## src/rtl/acumulador_credito.sv

```systemverilog
// Credit accumulator: collects coins, runs the vend handshake, pays change/refund as unit pulses.
// Optional idle auto-refund enabled by defining ACUM_TIMEOUT_EN.
module acumulador_credito #(
    parameter int PRECIO      = 20,
    parameter int MAX_CREDITO = 31,
    parameter int TIMEOUT_CYC = 1000
) (
    input  logic       clk,
    input  logic       rst,
    input  logic       coin_valid,
    input  logic [1:0] coin_value,
    input  logic       cancel,
    input  logic       vend_ack,
    output logic [4:0] credito,
    output logic       hay_credito,
    output logic       vend_req,
    output logic       coin_reject,
    output logic       change_pulse,
    output logic       busy
);
    typedef enum logic [1:0] {COLLECT, VEND, CHANGE} state_t;

    state_t     state;
    logic [5:0] coin_units;
    logic [5:0] sum;
    logic       coin_fits;
    logic [4:0] remainder;
    logic       tmo_hit;
    logic       refund_req;

    if (PRECIO < 1 || PRECIO > MAX_CREDITO || MAX_CREDITO > 31 || TIMEOUT_CYC < 2) begin : g_bad_params
        $error("acumulador_credito: illegal parameter combination");
    end

    always_comb begin
        coin_units = 6'd1;
        case (coin_value)
            2'b00: coin_units = 6'd1;
            2'b01: coin_units = 6'd2;
            2'b10: coin_units = 6'd5;
            2'b11: coin_units = 6'd10;
            default: coin_units = 6'd1;
        endcase
    end

    // One extra bit on the sum so an oversized coin is refused instead of wrapping
    assign sum        = {1'b0, credito} + coin_units;
    assign coin_fits  = (sum <= 6'(MAX_CREDITO));
    assign remainder  = credito - 5'(PRECIO);
    assign refund_req = (cancel || tmo_hit) && (credito != 5'd0);

`ifdef ACUM_TIMEOUT_EN
    localparam int TW = $clog2(TIMEOUT_CYC + 1);

    logic [TW-1:0] tmo_cnt;
    logic          coin_ok;

    assign tmo_hit = (state == COLLECT) && (credito != 5'd0) && !hay_credito &&
                     (tmo_cnt == TW'(TIMEOUT_CYC - 1));
    assign coin_ok = (state == COLLECT) && coin_valid && coin_fits && !cancel && !hay_credito;

    always_ff @(posedge clk or posedge rst) begin
        if (rst)
            tmo_cnt <= '0;
        else if (state != COLLECT || credito == 5'd0 || hay_credito || coin_ok || tmo_hit)
            tmo_cnt <= '0;
        else
            tmo_cnt <= tmo_cnt + 1'b1;
    end
`else
    assign tmo_hit = 1'b0;
`endif

    always_ff @(posedge clk or posedge rst) begin
        if (rst) begin
            state        <= COLLECT;
            credito      <= 5'd0;
            hay_credito  <= 1'b0;
            vend_req     <= 1'b0;
            coin_reject  <= 1'b0;
            change_pulse <= 1'b0;
            busy         <= 1'b0;
        end else begin
            coin_reject <= 1'b0;
            case (state)
                COLLECT: begin
                    if (refund_req) begin
                        state       <= CHANGE;
                        busy        <= 1'b1;
                        hay_credito <= 1'b0;
                        coin_reject <= coin_valid;
                    end else if (hay_credito) begin
                        state       <= VEND;
                        vend_req    <= 1'b1;
                        busy        <= 1'b1;
                        coin_reject <= coin_valid;
                    end else if (coin_valid) begin
                        if (coin_fits) begin
                            credito     <= sum[4:0];
                            hay_credito <= (sum >= 6'(PRECIO));
                        end else begin
                            coin_reject <= 1'b1;
                        end
                    end
                end
                VEND: begin
                    coin_reject <= coin_valid;
                    if (vend_ack) begin
                        credito     <= remainder;
                        vend_req    <= 1'b0;
                        hay_credito <= 1'b0;
                        if (remainder != 5'd0) begin
                            state <= CHANGE;
                        end else begin
                            state <= COLLECT;
                            busy  <= 1'b0;
                        end
                    end
                end
                CHANGE: begin
                    coin_reject <= coin_valid;
                    // Entry cycle counts as a low cycle; leave after the low cycle following the last pulse
                    if (change_pulse) begin
                        change_pulse <= 1'b0;
                    end else if (credito != 5'd0) begin
                        change_pulse <= 1'b1;
                        credito      <= credito - 5'd1;
                    end else begin
                        state <= COLLECT;
                        busy  <= 1'b0;
                    end
                end
                default: begin
                    state <= COLLECT;
                    busy  <= 1'b0;
                end
            endcase
        end
    end
endmodule

```

## config.mk

```make
export PLATFORM = sky130hd
export DESIGN_NAME = acumulador_credito
export DESIGN_NICKNAME = d
export VERILOG_FILES = /design/src/rtl/acumulador_credito.sv
export SDC_FILE = /design/constraint.sdc
export NUM_CORES = 1
export LEC_CHECK = 0
export CORE_MARGIN = 2
export CORE_UTILIZATION = 53
export DETAILED_ROUTE_END_ITERATION = 8
export PLACE_DENSITY = 0.79
export SLEW_MARGIN = 20
export SYNTH_ARGS = -nofsm -noshare
export SYNTH_HDL_FRONTEND = slang
export SYNTH_SLANG_ARGS = --single-unit
```

## constraint.sdc

```tcl
create_clock -name clk -period 2.5 [get_ports clk]
set_input_delay 0.5 -clock clk [delete_from_list [all_inputs] [get_ports clk]]
set_output_delay 0.5 -clock clk [all_outputs]
set_load 0.005 [all_outputs]
```

==> results_tabular.tex, run 1 <==
\begin{tabular}{lr}
\hline
Metric & Value \\
\hline
\multicolumn{2}{l}{\textbf{Route}} \\
Remaining design rule violation count & 0 \\
ANT nets after route & 0 \\
Via density per instance & roughly 5.7 \\
Initial DRT Pass Iterations & 4 \\
Drt wl/cell & $\sim$14 microns \\
First-iteration detailed-routing DRC count & 17 \\
Count of vias placed by the detailed router & 968 \\
DRT Wirelength & between 2000 and 2500 microns \\
\multicolumn{2}{l}{\textbf{Clocking}} \\
Post CTS Setup Buffer Count & 0 \\
Quantity of gates resized following cts & 0 \\
TritonCTS clock tree & done \\
Number of buffers inserted for hold repair after clock tree synthesis & 0 \\
Clock root buffer master & sky130\_fd\_sc\_hd\_\_clkbuf\_4 \\
Htree depth & 1 \\
Clk\_lat worst skew & about 0.27 ns \\
Reg clk slew, reported paths & about 0.090 ns \\
Maximum clock path buffer count & 2 \\
Clock buffer count from CTS & 3 \\
TritonCTS Sinks & 12 \\
\multicolumn{2}{l}{\textbf{Synthesis}} \\
Adder and majority gate portion of the synthesized area & around 16\% \\
Mean area per synthesized cell & a little under 9 sq um \\
Net count after synthesis & around 140 \\
Sequential share of the synthesized area & roughly 28\% \\
Netlist cell types & 43 \\
EDFF count, synth & 0 \\
Ys async rst share & 100\% \\
Share of the synthesized area in the top cell type & about 28\% \\
YS warnings & 0 \\
Largest family of logic cells by synthesized area & compound AO/OA/AOI/OAI gates \\
Number of storage elements in the synthesis netlist & 12 \\
Synthesized cell area & 0.00107 sq mm \\
Multiplexer share of the synthesized area & roughly 5.2\% \\
Predominant post-synthesis flop cell & sky130\_fd\_sc\_hd\_\_dfrtp\_1 \\
Area contributors post-synth & sky130\_fd\_sc\_hd\_\_dfrtp\_1, sky130\_fd\_sc\_hd\_\_ha\_1, sky130\_fd\_sc\_hd\_\_o21ai\_0 \\
Synthesized-area fraction occupied by and/or/nand/nor cells & approximately 16\% \\
Post-Syn Instances & roughly 120 \\
Synth area leader & sky130\_fd\_sc\_hd\_\_dfrtp\_1 \\
Xor/xnor cell area share of the yosys netlist & around 2.4\% \\
Area fraction in compound gates after synthesis & between 20\% and 30\% \\
\multicolumn{2}{l}{\textbf{Critical path}} \\
Data required time at the worst endpoint & between 2 and 3 ns \\
Critical path peak fanout & 5 \\
Worst EP arrival & about 2.5 ns \\
Critical path type & primary input to flop \\
CP Launch Type & primary input \\
Critical path capture point type & flop \\
R2r setup slk & around 0.36 ns \\
\multicolumn{2}{l}{\textbf{GRT}} \\
Global Route Usage Sum & between 20 and 25\% \\
Pin count of the biggest net entering global routing & 13 \\
Number of global-route vias before repair & around 940 \\
Initial antenna violation count & 0 \\
Remaining Overflow, GRT & 0 \\
Wire length of the first global-routing pass & about 4300 microns \\
\multicolumn{2}{l}{\textbf{Finish}} \\
Commonest non-fill, non-tap cell in the layout & sky130\_fd\_sc\_hd\_\_clkdlybuf4s50\_1 \\
Top library cells by usage in the layout, fill and taps aside & sky130\_fd\_sc\_hd\_\_clkdlybuf4s50\_1, sky130\_fd\_sc\_hd\_\_inv\_1, sky130\_fd\_sc\_hd\_\_o21ai\_0, sky130\_fd\_sc\_hd\_\_ha\_1, sky130\_fd\_sc\_hd\_\_dfrtp\_1 \\
Nets & between 150 and 200 \\
Antenna Diode Count & 0 \\
Post-synthesis to final-layout area growth & 22.8\% \\
Final core utilization & between 60\% and 70\% \\
Fraction of final layout cells sized beyond drive strength 1 & a little under an eighth \\
\multicolumn{2}{l}{\textbf{Placed design}} \\
Placement-stage worst setup slack & -0.133 ns \\
Number of I/O port buffers & 16 \\
Detailed placement HPWL & slightly below 2000 microns \\
RD Place Congestion & $\sim$0.89 \\
\multicolumn{2}{l}{\textbf{Power and ir drop}} \\
Leakage power of the design & roughly 0.63 nW \\
Power density over the cells & around 1400 mW/mm\^{}2 \\
Worst-case vdd ir drop & between 0.9 and 1 mV \\
\multicolumn{2}{l}{\textbf{Floorplan}} \\
Number of I/O pins & 17 \\
Initial Utilization & between 50\% and 60\% \\
DIE HEIGHT & 49.0 microns \\
Cell Rows & 16 \\
Chip width & a little under 50 microns \\
Die Area & roughly 0.0024 sq mm \\
Core outline area & $\sim$0.0019 sq mm \\
\multicolumn{2}{l}{\textbf{Timing}} \\
Hold Violations, Final & 0 \\
Relative slew slack & around two thirds \\
Clock skew after layout & between 0.01 and 0.015 ns \\
Final setup margin & roughly 0.14 ns \\
Final-report max-slew violation count & 0 \\
Final cycle utilization of the critical path & 94.2\% \\
Hold slack & about 0.49 ns \\
Tmin final & 2.36 ns \\
Setup repair after global routing missed its margin & no \\
Max Fclk & approximately 0.42 GHz \\
Final setup vio count & 0 \\
Worst-Margin Slew & 0.498 ns \\
\multicolumn{2}{l}{\textbf{Hold path}} \\
Hold Crit Class & flop to flop \\
\multicolumn{2}{l}{\textbf{Status}} \\
Result of the run & finished clean \\
\multicolumn{2}{l}{\textbf{Flow run}} \\
Total of max-cap violations & 0 \\
\hline
\end{tabular}
## power by group
part / total, mW / switching [mW] / leakage (nW) / internal [mW]
Sequential: 0.378 / 0.0919 / 0.145 / 0.286
Combinational: 1.29 / 0.633 / 0.471 / 0.654
Clock: 0.123 / 0.0677 / 0.0138 / 0.0557
## registers in the layout (all words and copies together) (netlist names)
name,cells
credito,5
state,2
busy,1
change_pulse,1
coin_reject,1
hay_credito,1
vend_req,1
## cells by family after synthesis
kind of cell	after synthesis
AO/OA/AOI/OAI	39
XOR/XNOR	3
adder cells (fa/ha/maj)	13
buffers and inverters	19
flip-flops	12
multiplexers	5
AND/OR/NAND/NOR	32
## cell usage after synthesis, drive strengths merged (2+ instances only)
cell type,count
nand2b,2
mux2i,3
xnor2,3
mux2,2
a31oi,2
nand2,8
o21ai,14
a221oi,2
nand3b,2
nor3,2
inv,14
clkbuf,3
a21boi,2
dfrtp,12
a21oi,6
buf,2
a21o,3
ha,12
nand3,5
nor2,5
nand4,2
## cell type report
class,count,area [sq um]
clock buffers,3,22.5
fillers,172,623
inverters,14,52.6
multi-input cells,92,697
flip-flops and latches,12,300
well taps,27,33.8
repair buffers,23,213
## worst paths after layout
kind,from,end,depth (start not counted)
worst max-delay path,coin_value[0],hay_credito$_DFFE_PP0P_,8
worst min-delay path,busy$_DFFE_PP0P_,busy$_DFFE_PP0P_,1
worst max register to register,credito[3]$_DFFE_PP0P_,credito[3]$_DFFE_PP0P_,7
worst min register to register,busy$_DFFE_PP0P_,busy$_DFFE_PP0P_,1
max in group asynchronous,rst,credito[0]$_DFFE_PP0P_,2
min in group asynchronous,rst,credito[4]$_DFFE_PP0P_,2
## critical path: stages
cell                              delay (ns)
sky130_fd_sc_hd__clkdlybuf4s50_1        0.55
sky130_fd_sc_hd__inv_1                  0.06
sky130_fd_sc_hd__ha_1                   0.22
sky130_fd_sc_hd__fa_1                   0.40
sky130_fd_sc_hd__a21o_1                 0.17
sky130_fd_sc_hd__a21oi_1                0.28
sky130_fd_sc_hd__o21ai_0                0.14
sky130_fd_sc_hd__a22o_1                 0.21
## stage by stage
step           TNS [ns]  instance area, sq um  std cells  power (mW)
2_1_floorplan         0                  1070        123        1.24
3_3_place_gp     -0.111                  1300        168        1.63
3_5_place_dp     -0.370                  1300        168        1.65
4_1_cts               0                  1320        171        1.79
5_1_grt               0                  1320        171        1.95
6_report              0                  1320        171        1.79
## layer usage
metal,wire length [microns],vias up,track usage (%)
met2,1230,31,41.8
met5,0,-,0
li1,-,482,-
met4,27,0,5.71
met1,1110,451,28.8
met3,101,4,3.37
Note: power is estimated with default switching activity, not from simulation.
==> run 2, diff against run 1 <==
--- a/config.mk
+++ b/config.mk
@@ -6,9 +6,9 @@
 export NUM_CORES = 1
 export LEC_CHECK = 0
 export CORE_MARGIN = 2
-export CORE_UTILIZATION = 53
+export CORE_UTILIZATION = 57
 export DETAILED_ROUTE_END_ITERATION = 8
-export PLACE_DENSITY = 0.79
+export PLACE_DENSITY = 0.84
 export SLEW_MARGIN = 20
 export SYNTH_ARGS = -nofsm -noshare
 export SYNTH_HDL_FRONTEND = slang
==> constraint.sdc (replaced) <==
create_clock -name clk -period 2.88 [get_ports clk]
set_input_delay 0.864 -clock clk [delete_from_list [all_inputs] [get_ports clk]]
set_output_delay 0.864 -clock clk [all_outputs]
set_load 0.005 [all_outputs]
==> results_tabular.tex, run 2 (synthesis results as in run 1) <==
\begin{tabular}{lr}
\hline
Metric & Value \\
\hline
\multicolumn{2}{l}{\textbf{Power and ir drop}} \\
Leakage power of the design & 0.634 nW (+0.61\%) \\
Power density over the cells & 1200 mW/mm\^{}2 (-11\%) \\
Worst-case vdd ir drop & 0.809 mV (-17\%) \\
\multicolumn{2}{l}{\textbf{Critical path}} \\
Worst EP arrival & 2.88 ns (+0.35 ns) \\
Critical path type & primary input to flop \\
Data required time at the worst endpoint & 3.06 ns (+0.39 ns) \\
Critical path capture point type & flop \\
CP Launch Type & primary input \\
Critical path peak fanout & 5 (unchanged) \\
\multicolumn{2}{l}{\textbf{Clocking}} \\
Clock buffer count from CTS & 3 (unchanged) \\
Clk\_lat worst skew & 0.29 ns (+0.02 ns) \\
Htree depth & 1 (unchanged) \\
Clock root buffer master & sky130\_fd\_sc\_hd\_\_clkbuf\_4 \\
Reg clk slew, reported paths & 0.09 ns (about the same) \\
Maximum clock path buffer count & 2 (unchanged) \\
TritonCTS Sinks & 12 (unchanged) \\
TritonCTS clock tree & done \\
\multicolumn{2}{l}{\textbf{Finish}} \\
Fraction of final layout cells sized beyond drive strength 1 & 12.5\% (+0.69 points) \\
Post-synthesis to final-layout area growth & 23.7\% \\
Largest register FFs & 5 (unchanged) \\
Antenna Diode Count & 0 (unchanged) \\
Final core utilization & 76.1\% (+8.1 points) \\
Biggest register & credito \\
Top library cells by usage in the layout, fill and taps aside & sky130\_fd\_sc\_hd\_\_clkdlybuf4s50\_1, sky130\_fd\_sc\_hd\_\_inv\_1, sky130\_fd\_sc\_hd\_\_o21ai\_0, sky130\_fd\_sc\_hd\_\_ha\_1, sky130\_fd\_sc\_hd\_\_dfrtp\_1 \\
Commonest non-fill, non-tap cell in the layout & sky130\_fd\_sc\_hd\_\_clkdlybuf4s50\_1 \\
Nets & 165 (-0.60\%) \\
Leading registers by flop count & credito x5, state x2 \\
\multicolumn{2}{l}{\textbf{Floorplan}} \\
Cell Rows & 15 (-1) \\
Die Area & 0.00225 sq mm (-6.5\%) \\
Initial Utilization & 61.5\% (+6.2 points) \\
Chip width & 47.4 microns (-3.3\%) \\
Core outline area & 0.00175 sq mm (-10\%) \\
Number of I/O pins & 17 (unchanged) \\
DIE HEIGHT & 47.4 microns (-3.3\%) \\
\multicolumn{2}{l}{\textbf{Timing}} \\
Final cycle utilization of the critical path & between 90\% and 100\% \\
Relative slew slack & 67.7\% (+0.93 points) \\
Hold Violations, Final & 0 (unchanged) \\
Worst-Margin Slew & 0.484 ns (-0.0140 ns) \\
Max Fclk & 0.371 GHz \\
Tmin final & around 2.7 ns \\
Setup TNS & 0 ns (unchanged) \\
Final-report max-slew violation count & 0 (unchanged) \\
Hold slack & 0.501 ns (+0.00920 ns) \\
Clock skew after layout & 0.00328 ns (-0.00752 ns) \\
Final setup vio count & 0 (unchanged) \\
Setup repair after global routing missed its margin & no \\
\multicolumn{2}{l}{\textbf{GRT}} \\
Initial antenna violation count & 0 (unchanged) \\
Remaining Overflow, GRT & 0 (unchanged) \\
Pin count of the biggest net entering global routing & 13 (unchanged) \\
Wire length of the first global-routing pass & 4250 microns (-1.3\%) \\
Global Route Usage Sum & 27.5\% (+4.4 points) \\
Number of global-route vias before repair & 950 (+1.6\%) \\
\multicolumn{2}{l}{\textbf{Route}} \\
Initial DRT Pass Iterations & 5 (+1) \\
DRT Wirelength & 2660 microns (+7.7\%) \\
ANT nets after route & 0 (unchanged) \\
Via density per instance & 5.90 (+4.2\%) \\
Remaining design rule violation count & 0 (unchanged) \\
Count of vias placed by the detailed router & 997 (+3.0\%) \\
Drt wl/cell & 15.7 microns (+9.0\%) \\
First-iteration detailed-routing DRC count & 30 (+13) \\
\multicolumn{2}{l}{\textbf{Status}} \\
Result of the run & finished clean \\
\multicolumn{2}{l}{\textbf{Placed design}} \\
Number of I/O port buffers & 16 (unchanged) \\
RD Place Congestion & 0.938 (+5.3\%) \\
Detailed placement HPWL & 2030 microns (+5.1\%) \\
\multicolumn{2}{l}{\textbf{Hold path}} \\
Hold Crit Class & flop to flop \\
\multicolumn{2}{l}{\textbf{Flow run}} \\
Total of max-cap violations & 0 (unchanged) \\
\hline
\end{tabular}
==> run 2: cell count changes in the layout (fill, tap and decap cells not counted), sizes merged <==
cell    change
clkbuf      +1
buf         -1
==> run 2: area by class of cell <==
class | count | area, sq um
fillers | 134 | 418
multi-input cells | 92 | 702
clock buffers | 4 | 36.3
flip-flops and latches | 12 | 300
inverters | 14 | 52.6
repair buffers | 22 | 205
well taps | 25 | 31.3
==> run 2: layer usage <==
metal  vias up  part of all wire [%]  track usage [%]
li1        482                     -                -
met1       472                    45             34.9
met2        36                    48             45.4
met3         7                   5.1             3.85
met4         0                   1.8             13.3
met5         -                     0                0
==> run 2: worst paths after layout <==
path | start | end | slack [ns] | cells past startpoint
worst max-delay path | coin_value[0] | credito[4]$_DFFE_PP0P_ | 0.18 | 8
worst min-delay path | busy$_DFFE_PP0P_ | busy$_DFFE_PP0P_ | 0.50 | 1
worst max register to register | credito[2]$_DFFE_PP0P_ | credito[3]$_DFFE_PP0P_ | 0.61 | 7
worst min register to register | busy$_DFFE_PP0P_ | busy$_DFFE_PP0P_ | 0.50 | 1
max in group asynchronous | rst | credito[1]$_DFFE_PP0P_ | 1.67 | 2
min in group asynchronous | rst | vend_req$_DFFE_PP0P_ | 0.89 | 2
==> run 2: worst max-delay path, stage by stage <==
cell	delay, ns
sky130_fd_sc_hd__clkdlybuf4s50_1	0.54
sky130_fd_sc_hd__inv_1	0.07
sky130_fd_sc_hd__ha_1	0.21
sky130_fd_sc_hd__fa_1	0.40
sky130_fd_sc_hd__a21o_1	0.17
sky130_fd_sc_hd__a21oi_1	0.28
sky130_fd_sc_hd__a221oi_1	0.13
sky130_fd_sc_hd__o22a_1	0.22
==> run 2: stage by stage <==
step / std cells / power [mW] / area [sq um] / setup slack [ns]
floorplan: 123 / 1.07 / 1070 / 0.584
global placement: 165 / 1.39 / 1290 / -0.0587
detailed placement: 165 / 1.43 / 1290 / -0.151
CTS: 169 / 1.57 / 1320 / 0.134
global route: 169 / 1.72 / 1330 / 0.0524
finish: 169 / 1.60 / 1330 / 0.182
==> run 2: power breakdown <==
part / internal, mW / switching, mW / total [mW]
Combinational: 0.549 / 0.549 / 1.10
Clock: 0.0771 / 0.0710 / 0.148
Sequential: 0.248 / 0.102 / 0.350
Total: 0.874 / 0.722 / 1.60
==> run 2: what timing repair did <==
action | 4_1_cts | 5_1_grt
setup buffers | 0 | 0
setup endpoints to repair | 0 | 2
gates resized for setup | 0 | 1
hold buffers | 0 | 0
hold endpoints to repair | 0 | 0
